### src/rtl/axi_lite_xbar.sv
// One-master, two-slave AXI-lite crossbar with address decode and an internal DECERR responder.
// Exactly one transaction (read or write) is in flight at any time.
module axi_lite_xbar #(
    parameter logic [31:0] S0_BASE = 32'h8000_0000,
    parameter logic [31:0] S0_MASK = 32'hF800_0000,
    parameter logic [31:0] S1_BASE = 32'hA000_0000,
    parameter logic [31:0] S1_MASK = 32'hFF00_0000
) (
    input  logic        clk,
    input  logic        rst,
    input  logic [31:0] m_araddr,
    input  logic [31:0] m_awaddr,
    input  logic [31:0] m_wdata,
    input  logic [3:0]  m_wstrb,
    input  logic        m_arvalid,
    input  logic        m_rready,
    input  logic        m_awvalid,
    input  logic        m_wvalid,
    input  logic        m_bready,
    output logic        m_arready,
    output logic        m_rvalid,
    output logic        m_awready,
    output logic        m_wready,
    output logic        m_bvalid,
    output logic [31:0] m_rdata,
    output logic [1:0]  m_rresp,
    output logic [1:0]  m_bresp,
    output logic [31:0] s_araddr,
    output logic [31:0] s_awaddr,
    output logic [31:0] s_wdata,
    output logic [3:0]  s_wstrb,
    output logic [1:0]  s_arvalid,
    output logic [1:0]  s_rready,
    output logic [1:0]  s_awvalid,
    output logic [1:0]  s_wvalid,
    output logic [1:0]  s_bready,
    input  logic [1:0]  s_arready,
    input  logic [1:0]  s_rvalid,
    input  logic [1:0]  s_awready,
    input  logic [1:0]  s_wready,
    input  logic [1:0]  s_bvalid,
    input  logic [63:0] s_rdata,
    input  logic [3:0]  s_rresp,
    input  logic [3:0]  s_bresp
);

    typedef enum logic [2:0] {IDLE, RD, WR, RD_ERR, WR_ERR} state_t;

    state_t      state, state_next;
    logic        sel;
    logic [31:0] addr_q;
    logic        ar_done, aw_done, w_done;

    logic [31:0] dec_addr;
    logic        dec_hit0, dec_hit1;
    logic        ar_hs, aw_hs, w_hs;

    // Reads win over writes when both arrive together, so decode the AR address first.
    assign dec_addr = m_arvalid ? m_araddr : m_awaddr;
    assign dec_hit0 = (dec_addr & S0_MASK) == S0_BASE;
    assign dec_hit1 = (dec_addr & S1_MASK) == S1_BASE;

    assign s_araddr = addr_q;
    assign s_awaddr = addr_q;

    assign ar_hs = m_arvalid & m_arready;
    assign aw_hs = m_awvalid & m_awready;
    assign w_hs  = m_wvalid  & m_wready;

    always_comb begin
        // NOTE: every output gets a default first so no path through the case infers a latch.
        state_next = state;
        m_arready  = 1'b0;
        m_rvalid   = 1'b0;
        m_awready  = 1'b0;
        m_wready   = 1'b0;
        m_bvalid   = 1'b0;
        m_rdata    = 32'h0;
        m_rresp    = 2'b00;
        m_bresp    = 2'b00;
        s_wdata    = 32'h0;
        s_wstrb    = 4'h0;
        s_arvalid  = 2'b00;
        s_rready   = 2'b00;
        s_awvalid  = 2'b00;
        s_wvalid   = 2'b00;
        s_bready   = 2'b00;

        case (state)
            IDLE: begin
                if (m_arvalid)
                    state_next = (dec_hit0 || dec_hit1) ? RD : RD_ERR;
                else if (m_awvalid)
                    state_next = (dec_hit0 || dec_hit1) ? WR : WR_ERR;
            end
            RD: begin
                s_arvalid[sel] = m_arvalid & ~ar_done;
                m_arready      = s_arready[sel] & ~ar_done;
                m_rvalid       = s_rvalid[sel];
                m_rdata        = sel ? s_rdata[63:32] : s_rdata[31:0];
                m_rresp        = sel ? s_rresp[3:2]   : s_rresp[1:0];
                s_rready[sel]  = m_rready;
                if (m_rvalid && m_rready)
                    state_next = IDLE;
            end
            WR: begin
                s_awvalid[sel] = m_awvalid & ~aw_done;
                m_awready      = s_awready[sel] & ~aw_done;
                s_wvalid[sel]  = m_wvalid & ~w_done;
                m_wready       = s_wready[sel] & ~w_done;
                s_wdata        = m_wdata;
                s_wstrb        = m_wstrb;
                // The response channel only opens once both address and data have been accepted.
                if (aw_done && w_done) begin
                    s_bready[sel] = m_bready;
                    m_bvalid      = s_bvalid[sel];
                    m_bresp       = sel ? s_bresp[3:2] : s_bresp[1:0];
                    if (m_bvalid && m_bready)
                        state_next = IDLE;
                end
            end
            RD_ERR: begin
                m_arready = ~ar_done;
                if (ar_done) begin
                    m_rvalid = 1'b1;
                    m_rresp  = 2'b11;
                    if (m_rready)
                        state_next = IDLE;
                end
            end
            WR_ERR: begin
                m_awready = ~aw_done;
                m_wready  = ~w_done;
                if (aw_done && w_done) begin
                    m_bvalid = 1'b1;
                    m_bresp  = 2'b11;
                    if (m_bready)
                        state_next = IDLE;
                end
            end
            default: state_next = IDLE;
        endcase
    end

    always_ff @(posedge clk) begin
        // NOTE: sequential state uses non-blocking assignments so every register samples pre-edge values.
        if (rst) begin
            state   <= IDLE;
            sel     <= 1'b0;
            addr_q  <= 32'h0;
            ar_done <= 1'b0;
            aw_done <= 1'b0;
            w_done  <= 1'b0;
        end else begin
            state <= state_next;
            if (state == IDLE && state_next != IDLE) begin
                addr_q <= dec_addr;
                sel    <= ~dec_hit0 & dec_hit1;
            end
            if (state_next == IDLE) begin
                ar_done <= 1'b0;
                aw_done <= 1'b0;
                w_done  <= 1'b0;
            end else begin
                if (ar_hs) ar_done <= 1'b1;
                if (aw_hs) aw_done <= 1'b1;
                if (w_hs)  w_done  <= 1'b1;
            end
        end
    end

endmodule

### config.mk
export PLATFORM = sky130hd
export DESIGN_NAME = axi_lite_xbar
export DESIGN_NICKNAME = d
export VERILOG_FILES = /design/src/rtl/axi_lite_xbar.sv
export SDC_FILE = /design/constraint.sdc
export NUM_CORES = 1
export LEC_CHECK = 0
export CAP_MARGIN = 40
export CORE_AREA = 2 2 130 132
export DETAILED_ROUTE_END_ITERATION = 8
export DIE_AREA = 0 0 132 134
export GPL_ROUTABILITY_DRIVEN = 0
export SETUP_SLACK_MARGIN = 0.5
export SYNTH_ARGS = -nofsm -noshare
export SYNTH_HDL_FRONTEND = slang
export SYNTH_SLANG_ARGS = --single-unit
export TNS_END_PERCENT = 50
### constraint.sdc
create_clock -name clk -period 2.2 [get_ports clk]
set_clock_uncertainty 0.05 [all_clocks]
set_input_delay 0.44 -clock clk [delete_from_list [all_inputs] [get_ports clk]]
set_output_delay 0.44 -clock clk [all_outputs]
set_load 0.03 [all_outputs]
==> impl_metrics.csv, run 1 <==
group,metric,value,unit
outcome,status,"finished with violations",
outcome,violations,"negative setup slack",
critical_path,required,2.31,ns
timing,finalSetupViolCount,13,
timing,fin_ws,-0.0281,ns
timing,hold_violations,0,
synth,ys_ff_latch,39,
global_routing,grt_util_met2,0.346,
critical_path,cp_max_fo,6,
power,ir_worst_vdd,0.333,mV
cts,clk_pin_slew_worst_paths,0.07,ns
power,p_int,3110,uW
place,dp_hpwl,13400,um
synth,ys_async_sr_fraction,0,
cts,htreeDepth,2,
detailed_routing,drt_wl_total,17300,um
final_layout,drive_above_1_share,0.415,
global_routing,grt_pass1_vias,4641,
power,combPwrFrac,0.645,
critical_path,endpoint,"s_araddr[18]",
global_routing,grt_usage,0.174,
final_layout,fin_util,0.545,
critical_path,r2r_end,"s_araddr[18]",
timing,finalCriticalPeriod,2.23,ns
global_routing,busiest_layer,"met2",
synth,synth_seq_area_share,0.219,
global_routing,grt.met3_usage,0.0465,
synth,synth_area_per_cell,8.40,um^2
timing,fmax,449,MHz
synth,synth_area,0.00356,mm^2
timing,tightest_slew,0.492,ns
detailed_routing,drcViolationCount,0,
critical_path,startpoint_type,"flip-flop",
power,fin_total_pwr,5070,uW
critical_path,cp_data_arrival_time,2.34,ns
synth,synth.distinct_cells,44,
global_routing,antenna_found_initial,0,
critical_path,reg2reg_from,"state[2]",
global_routing,grt_pass1_wl,24800,um
cts,cts_sinks,39,
synth,synth_edf_count,0,
die,die_w,132,um
timing,relSlewSlack,0.672,
synth,yosysWarnings,0,
worst_hold_path,min_path_cells,2,
timing,maxSlewViolCount,0,
detailed_routing,firstDrtPassIters,4,
worst_hold_path,hp-class,"reg2reg",
place,port_buffers,339,
final_layout,num_antenna_cells,0,
critical_path,crit_start,"state[2]",
power,p_sw,1960,uW
detailed_routing,drt_iter0_markers,140,
global_routing,grt.overflow.total,0,
power,clkPwrFrac,0.169,
final_layout,syn2layout_area_growth,149,%
synth,synthFlopType,"dfxtp_1",
cts,cts_tree,"built",
detailed_routing,vias_per_cell,4.38,
timing,rsz0062_at_grt,"yes",
final_layout,fin_nets,962,
die,rows,47,
cts,root_buffer,"clkbuf_16",
die,start_util,0.219,
detailed_routing,vias,4354,
power,powerDensity,571,mW/mm^2
power,seqPwrFrac,0.185,
global_routing,grt_util_met1,0.179,
place,pre_cts_slack,-0.489,ns
power,swShare,0.387,
cts,clock_latency,0.28,ns
synth,syn-instance-count,424,
critical_path,r2r_cells,8,
die,core_area,0.0163,mm^2
die,die_area,0.0177,mm^2
cts,cts_buffers,5,
synth,syn_nets,613,
power,p_leak,0.00459,uW
timing,final.period_utilization,1.01,
cts,cts_buffer_depth,2,
die,die_h,134,um
critical_path,critical_path_class,"reg2reg",
die,io_pins,340,
run,max_cap_violations,0,
global_routing,grt_max_degree,37,
detailed_routing,wl_per_cell,17.4,um
detailed_routing,ant_nets,0,
critical_path,end_kind,"flip-flop",
critical_path,r2r_setup_slack,-0.03,ns
-- worst min-delay path by stage --
stage	slack (ns)	start	endpoint
floorplan	0.49	w_done	w_done
global placement	0.53	s_araddr[29]	s_araddr[29]
detailed placement	0.53	s_araddr[29]	s_araddr[29]
CTS	0.54	s_araddr[29]	s_araddr[29]
global route	0.55	s_araddr[29]	s_araddr[29]
finish	0.52	s_araddr[29]	s_araddr[29]
-- cells in the mapped netlist, types with 2 or more instances --
cell	n	area [um^2]
nor3b_1	4	30.0
mux2i_1	67	671
nand3_1	3	15.0
nand2b_1	3	18.8
nor2_1	75	282
o21ai_0	4	20.0
a211o_1	2	17.5
nor3_1	5	25.0
or3_1	2	12.5
inv_1	2	7.51
nor4b_1	5	43.8
a31oi_1	3	18.8
buf_6	4	45.0
buf_2	5	25.0
mux2_4	30	450
nor2b_1	34	213
buf_4	32	240
dfxtp_1	39	781
nand2_1	11	41.3
buf_1	7	26.3
clkbuf_1	16	60.1
mux2_2	6	67.6
and2_1	36	225
a21oi_1	9	45.0
-- stage by stage --
stage          setup TNS [ns]  hold slack (ns)  instances  instance area, um^2
2_1_floorplan               0            0.494        424                 3890
3_3_place_gp           -16.06            0.532        954                 7470
3_5_place_dp           -15.65            0.526        954                 7470
4_1_cts                -0.278            0.538        982                 8260
5_1_grt                 -1.58            0.554        994                 8870
6_report               -0.205            0.516        994                 8870
-- timing repair --
| item | in CTS | in global routing |
|---|---|---|
| pin swaps | 11 | 36 |
| buffers inserted | 14 | 10 |
| setup endpoints to repair | 188 | 189 |
| cloned | 6 | 2 |
| gates resized for setup | 117 | 149 |
| hold buffers | 0 | 0 |
-- cell families after synthesis --
kind of cell,count (synthesis),synth area share
simple gates,184,0.267
mux,104,0.337
buf+inv,66,0.113
flops,39,0.219
compound gates,31,0.0629
-- registers in the layout (all words and copies together), names as in the netlist --
name      flops
w_done        1
sel           1
aw_done       1
state         3
s_araddr     32
ar_done       1
-- power by group through the flow --
stage               registers (uW)  clock network [uW]  logic, uW
finish                         939                 859       3270
global route                   962                 912       3420
CTS                            949                 889       3170
detailed placement             961                   0       2770
global placement               957                   0       2740
floorplan                     1140                   0       1460
-- final cells by class --
class                      count  area [um^2]
tap                          220          275
sequential                    39          791
multi-input combinational    319         3040
clock buffer                   5          125
inverter                       2         7.51
timing repair buffer         406         4590
clock inverter                 3         46.3
fill                        1428         7420
-- worst max-delay path: stages (launching register included) --
cell	delay (ns)
dfxtp_4	0.37
or3b_4	0.43
a21o_1	0.18
o21a_2	0.14
a31o_4	0.25
buf_12	0.14
buf_12	0.11
buf_12	0.12
mux2_4	0.29
-- cell usage in the layout (no fill, tap or decap), types with 27 or more instances in the layout --
cell type        instances
nor2_4                  31
buf_6                   70
clkdlybuf4s50_1        168
dfxtp_1                 35
and2_4                  35
dlymetal6s2s_1          71
mux2i_1                 62
nor2b_1                 31
mux2_4                  32
buf_4                   49
buf_12                  27
nor2_1                  41
-- layer usage --
metal / vias to the layer above / wire length (um)
met2: 219 / 9500
met5: - / 0
met3: 20 / 1300
met4: 0 / 335
li1: 2116 / -
met1: 1999 / 6130
Power figures use the tool's default switching activity.
==> inputs of run 2 (changes only) <==
CAP_MARGIN = not set   (was 40)
==> results of run 2 <==
Same layout as run 1: the final DEF is identical, and so are final timing and power.
